$ cat config.mk
export PLATFORM = sky130hd
export DESIGN_NAME = decode_queue
export DESIGN_NICKNAME = d
export VERILOG_FILES = /design/src/rtl/decode_queue.sv
export SDC_FILE = /design/constraint.sdc
export NUM_CORES = 1
export LEC_CHECK = 0
export ABC_AREA = 1
export BUFFER_PORTS_ARGS = -buffer_cell sky130_fd_sc_hd__buf_2
export CAP_MARGIN = 10
export CORE_ASPECT_RATIO = 0.75
export CORE_MARGIN = 2
export CORE_UTILIZATION = 45
export CTS_BUF_LIST = sky130_fd_sc_hd__clkbuf_16
export DETAILED_ROUTE_END_ITERATION = 6
export PLACE_DENSITY = 0.75
export SYNTH_ARGS = -nofsm -noshare
export SYNTH_HDL_FRONTEND = slang
export SYNTH_SLANG_ARGS = --single-unit
export TNS_END_PERCENT = 30
$ cat constraint.sdc
create_clock -name clk -period 8.3 [get_ports clk]
set_input_delay 1.245 -clock clk [delete_from_list [all_inputs] [get_ports clk]]
set_output_delay 1.245 -clock clk [all_outputs]
set_load 0.02 [all_outputs]
$ cat src/rtl/decode_queue.sv
`default_nettype none
// ============================================================================
// decode_queue : RV32I(+M) single-issue decoder feeding a DEPTH-entry micro-op
//                FIFO with valid/ready handshakes and a one-cycle flush.
// Revision     : 1.0
// ============================================================================
module decode_queue #(
  parameter int DEPTH    = 2,
  parameter bit ENABLE_M = 1'b0
) (
  input  logic                       clk,
  input  logic                       reset,
  input  logic                       in_valid,
  output logic                       in_ready,
  input  logic [31:0]                instr,
  input  logic [31:0]                pc_in,
  input  logic [31:0]                next_pc_in,
  output logic [4:0]                 rs1_select,
  output logic [4:0]                 rs2_select,
  input  logic [31:0]                rs1_data,
  input  logic [31:0]                rs2_data,
  input  logic                       flush,
  output logic                       out_valid,
  input  logic                       out_ready,
  output logic [31:0]                pc_out,
  output logic [31:0]                next_pc_out,
  output logic [31:0]                data_rs1,
  output logic [31:0]                data_rs2,
  output logic [31:0]                data_imm,
  output logic [4:0]                 rs1_addr,
  output logic [4:0]                 rs2_addr,
  output logic [4:0]                 rd_addr,
  output logic [11:0]                csr_addr,
  output logic [2:0]                 alu_func,
  output logic                       alu_func_sel,
  output logic [1:0]                 alu_a_select,
  output logic [1:0]                 alu_b_select,
  output logic [1:0]                 write_select,
  output logic [1:0]                 load_store_size,
  output logic                       jump,
  output logic                       branch,
  output logic                       load,
  output logic                       load_signed,
  output logic                       store,
  output logic                       read_csr,
  output logic                       write_csr,
  output logic                       mul_div,
  output logic                       exception,
  output logic                       cmp_less,
  output logic                       cmp_sign,
  output logic                       cmp_negate,
  output logic [3:0]                 ecause,
  output logic [$clog2(DEPTH+1)-1:0] count
);
  localparam int PW = (DEPTH > 1) ? $clog2(DEPTH) : 1;
  localparam int CW = $clog2(DEPTH+1);

  // Operand/writeback select encodings shared with the execute stage.
  localparam logic [1:0] c_A_REG = 2'd0, c_A_PC  = 2'd1, c_A_IMM = 2'd2, c_A_ZERO = 2'd3;
  localparam logic [1:0] c_B_REG = 2'd0, c_B_IMM = 2'd1, c_B_CSR = 2'd2, c_B_ZERO = 2'd3;
  localparam logic [1:0] c_W_ALU = 2'd0, c_W_LOAD = 2'd1, c_W_NPC = 2'd2, c_W_CSR = 2'd3;
  localparam logic [2:0] c_F_ADD = 3'b000, c_F_OR = 3'b110, c_F_ANDC = 3'b111;

  typedef struct packed {
    logic [31:0] pc, npc, d1, d2, imm;
    logic [4:0]  rs1, rs2, rd;
    logic [11:0] csr;
    logic [2:0]  func;
    logic        fsel;
    logic [1:0]  asel, bsel, wsel, size;
    logic        jump, branch, load, lsigned, store, rcsr, wcsr, muldiv, exc;
    logic        cless, csign, cneg;
    logic [3:0]  ecause;
  } uop_t;

  logic [6:0]  w_opcode, w_f7;
  logic [2:0]  w_f3;
  logic        w_illegal, w_push, w_pop;
  uop_t        w_uop, w_head;
  uop_t        r_mem [DEPTH];
  logic [PW-1:0] r_wr_ptr, r_rd_ptr;
  logic [CW-1:0] r_count;

  assign w_opcode   = instr[6:0];
  assign w_f3       = instr[14:12];
  assign w_f7       = instr[31:25];
  assign rs1_select = instr[19:15];
  assign rs2_select = instr[24:20];

  always_comb begin
    w_uop     = '0;
    w_illegal = 1'b0;
    w_uop.pc  = pc_in;
    w_uop.npc = next_pc_in;
    w_uop.d1  = rs1_data;
    w_uop.d2  = rs2_data;
    w_uop.rs1 = instr[19:15];
    w_uop.rs2 = instr[24:20];
    w_uop.rd  = instr[11:7];
    w_uop.csr = instr[31:20];
    case (w_opcode)
      7'b0110111, 7'b0010111: w_uop.imm = {instr[31:12], 12'b0};
      7'b1101111: w_uop.imm = {{12{instr[31]}}, instr[19:12], instr[20], instr[30:21], 1'b0};
      7'b1100111, 7'b0000011, 7'b0010011: w_uop.imm = {{20{instr[31]}}, instr[31:20]};
      7'b0100011: w_uop.imm = {{20{instr[31]}}, instr[31:25], instr[11:7]};
      7'b1100011: w_uop.imm = {{20{instr[31]}}, instr[7], instr[30:25], instr[11:8], 1'b0};
      default:    w_uop.imm = '0;
    endcase
    case (w_opcode)
      7'b0110111: begin
        w_uop.func = c_F_OR;  w_uop.asel = c_A_ZERO; w_uop.bsel = c_B_IMM;
      end
      7'b0010111: begin
        w_uop.func = c_F_ADD; w_uop.asel = c_A_PC;   w_uop.bsel = c_B_IMM;
      end
      7'b1101111, 7'b1100111: begin
        w_uop.func   = c_F_ADD;
        w_uop.asel   = (w_opcode == 7'b1101111) ? c_A_PC : c_A_REG;
        w_uop.bsel   = c_B_IMM;
        w_uop.wsel   = c_W_NPC;
        w_uop.branch = 1'b1;
        w_uop.jump   = 1'b1;
        w_illegal    = (w_opcode == 7'b1100111) && (w_f3 != 3'b000);
      end
      7'b1100011: begin
        w_uop.func   = c_F_ADD; w_uop.asel = c_A_PC; w_uop.bsel = c_B_IMM;
        w_uop.branch = 1'b1;
        w_uop.rd     = '0;
        w_uop.cless  = instr[14];
        w_uop.csign  = instr[13];
        w_uop.cneg   = instr[12];
        w_illegal    = (w_f3[2:1] == 2'b01);
      end
      7'b0000011: begin
        w_uop.func    = c_F_ADD; w_uop.asel = c_A_REG; w_uop.bsel = c_B_IMM;
        w_uop.wsel    = c_W_LOAD;
        w_uop.load    = 1'b1;
        w_uop.size    = instr[13:12];
        w_uop.lsigned = !instr[14];
        w_illegal     = (instr[13:12] == 2'b11) || (instr[14] && instr[13:12] == 2'b10);
      end
      7'b0100011: begin
        w_uop.func  = c_F_ADD; w_uop.asel = c_A_REG; w_uop.bsel = c_B_IMM;
        w_uop.store = 1'b1;
        w_uop.rd    = '0;
        w_uop.size  = instr[13:12];
        w_illegal   = (instr[13:12] == 2'b11) || instr[14];
      end
      7'b0010011: begin
        w_uop.func = w_f3; w_uop.asel = c_A_REG; w_uop.bsel = c_B_IMM;
        w_uop.fsel = (w_f3 == 3'b101) && instr[30];
        w_illegal  = ((w_f3 == 3'b001) && (w_f7 != 7'b0000000)) ||
                     ((w_f3 == 3'b101) && (w_f7 != 7'b0000000) && (w_f7 != 7'b0100000));
      end
      7'b0110011: begin
        w_uop.func = w_f3; w_uop.fsel = instr[30];
        w_uop.asel = c_A_REG; w_uop.bsel = c_B_REG;
        case (w_f7)
          7'b0000000: w_illegal = 1'b0;
          7'b0100000: w_illegal = !((w_f3 == 3'b000) || (w_f3 == 3'b101));
          7'b0000001: begin
            w_illegal    = !ENABLE_M;
            w_uop.muldiv = ENABLE_M;
          end
          default:    w_illegal = 1'b1;
        endcase
      end
      7'b0001111: begin
        w_uop.rd  = '0;
        w_illegal = (w_f3 != 3'b000);
      end
      7'b1110011: begin
        if (w_f3 == 3'b000) begin
          w_uop.exc    = 1'b1;
          w_uop.rd     = '0;
          w_uop.ecause = ((|instr[31:21]) || (|instr[19:7])) ? 4'd2 :
                         (instr[20] ? 4'd3 : 4'd11);
        end else if (w_f3 == 3'b100) begin
          w_illegal = 1'b1;
        end else begin
          // rd receives the old CSR value; the ALU forms the new one.
          w_uop.asel = w_f3[2] ? c_A_IMM : c_A_REG;
          w_uop.wsel = c_W_CSR;
          w_uop.func = c_F_OR;
          w_uop.rcsr = 1'b1;
          w_uop.wcsr = (instr[19:15] != 5'd0);
          case (w_f3[1:0])
            2'b01: begin
              w_uop.bsel = c_B_ZERO;
              w_uop.rcsr = (instr[11:7] != 5'd0);
              w_uop.wcsr = 1'b1;
            end
            2'b10:   w_uop.bsel = c_B_CSR;
            default: begin
              w_uop.bsel = c_B_CSR;
              w_uop.func = c_F_ANDC;
              w_uop.fsel = 1'b1;
            end
          endcase
        end
      end
      default: w_illegal = 1'b1;
    endcase
    if (w_illegal) begin
      w_uop.exc    = 1'b1;
      w_uop.ecause = 4'd2;
      w_uop.rd     = '0;
      w_uop.load   = 1'b0;
      w_uop.store  = 1'b0;
      w_uop.branch = 1'b0;
      w_uop.jump   = 1'b0;
      w_uop.wcsr   = 1'b0;
      w_uop.rcsr   = 1'b0;
      w_uop.muldiv = 1'b0;
    end
  end

  function automatic logic [PW-1:0] f_inc(input logic [PW-1:0] p);
    return (p == PW'(DEPTH-1)) ? '0 : p + 1'b1;
  endfunction

  assign out_valid = (r_count != '0);
  assign in_ready  = (r_count < CW'(DEPTH)) || out_ready;
  assign w_push    = in_valid && in_ready && !flush;
  assign w_pop     = out_valid && out_ready;

  always_ff @(posedge clk) begin
    if (reset) begin
      r_wr_ptr <= '0;
      r_rd_ptr <= '0;
      r_count  <= '0;
      for (int i = 0; i < DEPTH; i++) r_mem[i] <= '0;
    end else if (flush) begin
      r_wr_ptr <= '0;
      r_rd_ptr <= '0;
      r_count  <= '0;
    end else begin
      if (w_push) begin
        r_mem[r_wr_ptr] <= w_uop;
        r_wr_ptr        <= f_inc(r_wr_ptr);
      end
      if (w_pop) r_rd_ptr <= f_inc(r_rd_ptr);
      if (w_push && !w_pop)      r_count <= r_count + 1'b1;
      else if (w_pop && !w_push) r_count <= r_count - 1'b1;
    end
  end

  assign w_head          = r_mem[r_rd_ptr];
  assign count           = r_count;
  assign pc_out          = w_head.pc;
  assign next_pc_out     = w_head.npc;
  assign data_rs1        = w_head.d1;
  assign data_rs2        = w_head.d2;
  assign data_imm        = w_head.imm;
  assign rs1_addr        = w_head.rs1;
  assign rs2_addr        = w_head.rs2;
  assign rd_addr         = w_head.rd;
  assign csr_addr        = w_head.csr;
  assign alu_func        = w_head.func;
  assign alu_func_sel    = w_head.fsel;
  assign alu_a_select    = w_head.asel;
  assign alu_b_select    = w_head.bsel;
  assign write_select    = w_head.wsel;
  assign load_store_size = w_head.size;
  assign jump            = w_head.jump;
  assign branch          = w_head.branch;
  assign load            = w_head.load;
  assign load_signed     = w_head.lsigned;
  assign store           = w_head.store;
  assign read_csr        = w_head.rcsr;
  assign write_csr       = w_head.wcsr;
  assign mul_div         = w_head.muldiv;
  assign exception       = w_head.exc;
  assign cmp_less        = w_head.cless;
  assign cmp_sign        = w_head.csign;
  assign cmp_negate      = w_head.cneg;
  assign ecause          = w_head.ecause;
endmodule
`default_nettype wire

Word-level counts from Yosys, hierarchy flattened
Memory sizes are Yosys's and may differ from the RTL's. A register that Yosys moved wholly into a read port is not among the register bits.
Index checks and enable logic that the tools add are counted.
{"block": "classes", "addsub": 4, "n_lt_le_gt_ge": 1, "eq_ne": 20, "muxes": 52, "reduce_logical": 44}
{"op": "215-bit 2-to-1 mux", "count": 1}
{"op": "215-bit OR reduction", "count": 1}
{"op": "32-bit one-hot mux with 5 select lines", "count": 1}
{"op": "7-bit by 6-bit == test with 1-bit output (second input constant)", "count": 4}
{"op": "7-bit == test (second input constant)", "count": 4}
{"op": "1-bit 2-to-1 mux", "count": 21}
{"op": "10-bit 2-to-1 mux", "count": 2}
{"op": "2-bit 2-to-1 mux", "count": 10}
{"op": "4-bit 2-to-1 mux", "count": 5}
{"op": "4-bit one-hot mux with 5 select lines", "count": 1}
{"op": "5-bit 2-to-1 mux", "count": 3}
{"op": "7-bit by 5-bit == test with 1-bit output (second input constant)", "count": 2}
{"op": "2-bit OR reduction", "count": 7}
{"op": "13-bit OR reduction", "count": 1}
{"op": "3-bit OR reduction", "count": 4}
{"op": "1-bit logical AND", "count": 11}
{"op": "11-bit OR reduction", "count": 1}
{"op": "5-bit one-hot mux with 2 select lines", "count": 1}
{"op": "5-bit nonzero test", "count": 2}
{"op": "1-bit one-hot mux with 9 select lines", "count": 1}
{"op": "3-bit one-hot mux with 3 select lines", "count": 1}
{"op": "7-bit by 2-bit == test with 1-bit output (second input constant)", "count": 1}
{"op": "7-bit by 4-bit == test with 1-bit output (second input constant)", "count": 1}
{"op": "7-bit zero test", "count": 1}
{"op": "other kinds (19)", "count": 34}
{"block": "word_totals", "register_bits": 4, "mem_bits_rw": 430, "elab_cells": 125, "mem_count": 1}
{"name": "r_mem", "depth": 2, "word_bits": 215, "read_ports": 1, "rd_ports_with_merged_regs": 1, "write_ports": 2, "line_no": "80", "source": "uop_t r_mem [DEPTH];"}

Logic depth before layout (Yosys ltp)
Gate-level depths: netlist of run 1.
{"block": "logic_depth", "ltp_word": 10, "mapped_depth": 11, "mapped_depth_nobuf": 11}

Worst setup path after synthesis of run 1
OpenSTA, ideal clock, no wires.
{"block": "synth_timing", "path_type": "input to register", "from": "input out_ready", "to": "memory r_mem[1][0] in the netlist's numbering, enable pin", "setup_time_ps": 1639, "arrival_time_ps": 5653, "required_time_ps": 6661, "setup_slack_ps": 1007, "cell_stages": 9, "path_buffers": 2, "path_cell_list": "or2_1 nand2_1 inv_1 nand2_1 nor2_2 inv_2 buf_4 buf_2 nand2_1"}
{"item": "start: declaration", "line_no": "24", "source": "input logic out_ready,"}
{"item": "end: declaration", "line_no": "80"}

==> metrics.md, run 1 <==
| Metric | Value |
|---|---|
| Antenna viol nets, final | `0` |
| HPWL Detailed | `29000 um` |
| Mapped Area | `0.0186 sq mm` |
| Remaining DRCs | `0` |
| Clk slew on worst S/H paths | `0.06 ns` |
| Non-filler cells in the finished layout | `2421` |
| CP required | `8.46 ns` |
| Layout cells sized above 1 | `0.366` |
| Drt first pass iters | `5` |
| Synth area leaders | `edfxtp_1 (67%), mux2_2 (13%), nor2_1 (7.3%), inv_1 (4.0%), nand2_1 (1.6%)` |
| Site Rows | `64` |
| Leading area contributor after synthesis | `edfxtp_1` |
| Logic pwr share | `0.102` |
| Max Cap Viol | `0` |
| Power share of the clock group | `0.376` |
| Vias | `12332` |
| CTS Buf Count | `42` |
| Flop pwr share | `0.523` |
| First-pass GRT wire length | `67300 um` |
| Post-CTS sizing | `0` |
| Grt ovf | `0` |
| Design area | `0.0221 sq mm` |
| CTS tree | `built` |
| Total chip power | `4.71 mW` |
| Synth cell count leaders | `edfxtp_1 (414), nor2_1 (363), mux2_2 (207), inv_1 (196), nand2_1 (79)` |
| Placed insts | `2343` |
| Critical Path End Type | `flip-flop` |
| Leakage | `9.61 nW` |
| Clk Latency, worst-skew pair | `0.55 ns` |
| Power Dens Cells | `213 mW/mm^2` |
| DR WL/cell | `18.4 um` |
| Switching share of power | `0.240` |
| Min-delay src | `r_rd_ptr$_SDFFE_PP0P_` |
| Post-Syn Instances | `1503` |
| Die H | `180 um` |
| Port Buffers | `391` |
| Placed cell area | `0.0208 sq mm` |
| Critical Path Start Type | `primary input` |
| Final Setup Violations | `0` |
| Initial DRC count | `972` |
| Ys flop type | `edfxtp_1` |
| Root Driver | `clkbuf_16` |
| RSZ-0062 raised after global routing | `false` |
| Initial core utilization | `0.456` |
| Hold Fails Final Rpt | `0` |
| Total Routed Length | `44400 um` |
| Die Width | `239 um` |
| Post-CTS setup buffer count | `0` |
| Final net count | `2025` |
| Crit path from | `flush` |
| VDD IR-drop max | `0.127 mV` |
| Initial antenna violation count | `3` |
| Worst rel slew slack | `0.245` |
| H-tree levels | `2` |
| Synth top area share | `0.668` |
| Synth warn | `0` |
| Worst-margin pin slew | `1.13 ns` |
| Net Switching | `1.13 mW` |
| Largest net degree at the start of global routing | `124` |
| Vias per cell | `5.09` |
| Worst R2R Setup Slack | `4.75 ns` |
| # IOs | `394` |
| Sequential fraction of the synthesis area | `0.673` |
| Core area | `0.0408 sq mm` |
| Slew Viols, Final | `0` |
| Arrival time at the worst endpoint | `4.24 ns` |
| Cts hold-fix bufs | `0` |
| Share of synthesized flip-flops with an asynchronous set or reset | `0` |
| Die area | `0.0430 sq mm` |
| Maximum fanout along the worst path | `112` |
| Synth unique cells | `32` |
| Count leader, synth | `edfxtp_1` |
| GRT Total Usage | `0.200` |
| Cell-internal power | `3.58 mW` |
| HP Class | `flip-flop to flip-flop` |
| Setup TNS Final | `0 ns` |
| Tmin final | `4.09 ns` |
| Area grow syn2layout | `18.7%` |
| Status | `finished, final reports clean` |
| Worst R2R Start | `count[1]$_SDFFE_PP0P_` |
| Fin crit share | `0.492` |
| EDFF count, synth | `414` |
| Worst Clk Skew | `0.0213 ns` |
| Hold slack | `0.507 ns` |
| Crit path kind | `primary input to flip-flop` |
| GPL Wtd Cong | `0.849` |
| CTS max path bufs | `3` |
| Flops & latches, synth | `419` |
| Vias in the first global route | `12281` |
| TritonCTS Sinks | `419` |
| Fmax | `0.245 GHz` |
| Syn Area/Cell | `12.4 sq um` |
[kinds of logic after synthesis]
kind of cell | count (synthesis) | share of synthesized area
simple gates | 517 | 0.113
compound gates | 66 | 0.0189
mux | 207 | 0.125
flops | 419 | 0.673
other cells | 1 | 0.000201
buf+inv | 292 | 0.0689
fa+ha+maj | 1 | 0.000672
[metal layers]
metal / GRT usage / routed length [um] / vias to the layer above
met5: 0 / 0 / -
met3: 0.0453 / 3780 / 70
met1: 0.277 / 19000 / 5972
met4: 0.0638 / 1180 / 0
li1: - / - / 5766
met2: 0.313 / 20500 / 524
[final timing paths]
check                                to  cells after the start
max          r_mem[0][39]$_SDFFCE_PN0P_                      7
min                           flip-flop                      2
max reg2reg  r_mem[1][65]$_SDFFCE_PN0P_                     12
min reg2reg                   flip-flop                      2
[per-stage QoR]
stage / worst slack, ns / util
floorplan: 1.01 / -
global placement: 3.65 / 0.510
detailed placement: 3.59 / 0.510
CTS: 4.17 / 0.541
global route: 3.93 / 0.541
finish: 4.21 / 0.541
[sequential cells by signal, indices dropped and copies added (netlist names), named ones only]
register / flops
r_rd_ptr: 1
r_wr_ptr: 1
r_mem: 414
count: 2
[critical path, stage by stage]
cell and delay, ns:
buf_2 0.11, nor2_1 0.22, inv_1 0.11, nor3_2 0.35, inv_6 0.36, nand2_4 0.94
buf_4 0.79
[layout by cell type, fill, tap and decap left out, types with 2 or more instances in the layout]
cell type  count
a21oi_1       35
a22oi_1        5
a31oi_1        2
buf_2        391
buf_4         10
bufinv_16      2
clkbuf_16     42
clkinv_1      10
clkinv_2       6
conb_1         2
dfxtp_1        4
diode_2        3
edfxtp_1     414
inv_1        207
inv_2          3
inv_6          4
mux2_2       207
nand2_1       77
nand2_2        5
nand2_4        2
nand3_1       16
nor2_1       363
nor2_2         4
nor2_4         2
nor3_1        34
nor3_2         8
o21ai_0       20
o21ai_1        2
[power by group through the flow]
stage               sequential, mW  clock, mW  combinational (mW)
floorplan                     2.52          0               0.299
global placement              2.50          0               0.477
detailed placement            2.51          0               0.480
CTS                           2.46       1.80               0.483
global route                  2.47       1.89               0.514
finish                        2.46       1.77               0.478
[final cells by class]
| cell class | instances | area (sq um) |
|---|---|---|
| antenna | 3 | 7.51 |
| clock buffer | 42 | 1050 |
| clock inverter | 33 | 210 |
| fill | 3479 | 18700 |
| inverter | 201 | 764 |
| multi-input combinational | 793 | 4830 |
| sequential | 419 | 12500 |
| tap | 528 | 661 |
| timing repair buffer | 402 | 2050 |
No activity file was read; power rests on OpenSTA's default activity.
==> run 2: changes to the inputs <==
==> constraint.sdc (replaced) <==
create_clock -name clk -period 3.8 [get_ports clk]
set_input_delay 0.57 -clock clk [delete_from_list [all_inputs] [get_ports clk]]
set_output_delay 0.57 -clock clk [all_outputs]
set_load 0.02 [all_outputs]
==> metrics.md, run 2 (same netlist as run 1, synthesis figures left out) <==
| Metric | Value |
|---|---|
| Status | `finished, final reports clean (unchanged)` |
| Placed cell area | `0.0210 sq mm (was 0.0208 sq mm)` |
| HPWL Detailed | `30000 um (was 29000 um)` |
| Tmin final | `3.01 ns` |
| Clk Latency, worst-skew pair | `0.55 ns (about the same)` |
| Most flops, register | `r_mem (unchanged)` |
| Final Setup Violations | `0 (unchanged)` |
| CTS Buf Count | `43 (was 42)` |
| Design area | `0.0224 sq mm (was 0.0221 sq mm)` |
| Core area | `0.0408 sq mm (unchanged)` |
| Max Cap Viol | `0 (unchanged)` |
| Site Rows | `64 (unchanged)` |
| Leakage | `9.74 nW (was 9.61 nW)` |
| CTS max path bufs | `3 (unchanged)` |
| GRT Total Usage | `0.206 (was 0.200)` |
| Crit path kind | `flip-flop to output pin (was primary input to flip-flop)` |
| HP Class | `primary input to flip-flop (was flip-flop to flip-flop)` |
| Cts hold-fix bufs | `0 (unchanged)` |
| H-tree levels | `2 (unchanged)` |
| Post-CTS setup buffer count | `0 (unchanged)` |
| VDD IR-drop max | `0.301 mV (was 0.127 mV)` |
| Worst-margin pin slew | `0.936 ns (was 1.13 ns)` |
| Setup TNS Final | `0 ns (unchanged)` |
| Final net count | `2034 (was 2025)` |
| Most frequent cells in the layout | `edfxtp_1 (414), buf_2 (391), nor2_1 (363) (unchanged)` |
| Worst Clk Skew | `0.0194 ns (was 0.0213 ns)` |
| Remaining DRCs | `0 (unchanged)` |
| Clk slew on worst S/H paths | `0.06 ns (about the same)` |
| Antenna viol nets, final | `0 (unchanged)` |
| Grt ovf | `0 (unchanged)` |
| GPL Wtd Cong | `0.913 (was 0.849)` |
| Maximum fanout along the worst path | `43 (was 112)` |
| Vias | `12394 (was 12332)` |
| Critical Path End Type | `output pin (was flip-flop)` |
| Vias in the first global route | `12173 (was 12281)` |
| CTS tree | `built (unchanged)` |
| Die Width | `239 um (unchanged)` |
| Most common cell after layout, fill and taps aside | `edfxtp_1 (unchanged)` |
| Critical Path Start Type | `flip-flop (was primary input)` |
| Arrival time at the worst endpoint | `2.44 ns (was 4.24 ns)` |
| Hold Fails Final Rpt | `0 (unchanged)` |
| DR WL/cell | `18.8 um (was 18.4 um)` |
| Post-CTS sizing | `0 (unchanged)` |
| Fin crit share | `0.792` |
| CP required | `3.23 ns (was 8.46 ns)` |
| Total Routed Length | `45700 um (was 44400 um)` |
| Initial core utilization | `0.456 (unchanged)` |
| Die area | `0.0430 sq mm (unchanged)` |
| Worst rel slew slack | `0.376 (was 0.245)` |
| # IOs | `394 (unchanged)` |
| Initial antenna violation count | `6 (was 3)` |
| Area grow syn2layout | `20.1% (was 18.7%)` |
| Slew Viols, Final | `0 (unchanged)` |
| Largest net degree at the start of global routing | `83 (was 124)` |
| Die H | `180 um (unchanged)` |
| First-pass GRT wire length | `68500 um (was 67300 um)` |
| Layout cells sized above 1 | `0.371 (was 0.366)` |
| Power Dens Cells | `467 mW/mm^2 (was 213 mW/mm^2)` |
| RSZ-0062 raised after global routing | `false (unchanged)` |
| Drt first pass iters | `5 (unchanged)` |
| Vias per cell | `5.10 (was 5.09)` |
| Root Driver | `clkbuf_16 (unchanged)` |
| Port Buffers | `391 (unchanged)` |
| Initial DRC count | `982 (was 972)` |
| Largest register FFs | `414 (unchanged)` |
| TritonCTS Sinks | `419 (unchanged)` |
| Fmax | `0.332 GHz` |
[run 2: per-stage QoR]
stage	cells	hold WS, ns	power (mW)	util	setup slack [ns]
floorplan	1504	0.447	6.12	-	-0.674
global placement	2351	0.455	6.52	0.515	1.04
detailed placement	2351	0.464	6.55	0.515	0.931
CTS	2429	0.294	10.6	0.548	0.761
global route	2430	0.318	10.8	0.548	0.697
finish	2431	0.330	10.5	0.548	0.792
[run 2: cell type report]
type                    instances  area, sq um
fillers                      3426        18500
flip-flops and latches        419        12500
multi-input cells             793         4850
repair buffers                410         2240
clock buffers                  44         1100
inverters                     201          764
well taps                     528          661
clock inverters                34          224
diodes                          2         5.00
[run 2: worst max-delay path, stage by stage, from the launching register on]
cell and delay, ns:
dfxtp_4 0.77, buf_4 0.47, mux2_2 0.43, buf_2 0.17
[run 2: routing by layer]
metal / GRT usage / routed length [um] / part of all wire / up-vias
li1: - / - / - / 5790
met1: 0.268 / 18600 / 0.41 / 5972
met2: 0.340 / 21900 / 0.48 / 540
met3: 0.0510 / 3960 / 0.087 / 86
met4: 0.0650 / 1210 / 0.026 / 6
met5: 0 / 41 / 0.00090 / -
[run 2: worst paths after layout]
path,slack [ns],startpoint,endpoint,depth (start not counted)
max,0.79,flip-flop,cmp_less,3
min,0.33,next_pc_in[16],r_mem[1][167]$_SDFFCE_PN0P_,3
max reg2reg,1.30,count[1]$_SDFFE_PP0P_,r_mem[0][60]$_SDFFCE_PN0P_,9
min reg2reg,0.48,r_rd_ptr$_SDFFE_PP0P_,flip-flop,2
[run 2: where the power goes]
| group | internal, mW | leakage (nW) | total [mW] | switching [mW] |
|---|---|---|---|---|
| combinational | 0.366 | 4.73 | 1.07 | 0.705 |
| sequential | 5.31 | 4.31 | 5.37 | 0.0601 |
| clock | 2.24 | 0.695 | 4.01 | 1.77 |
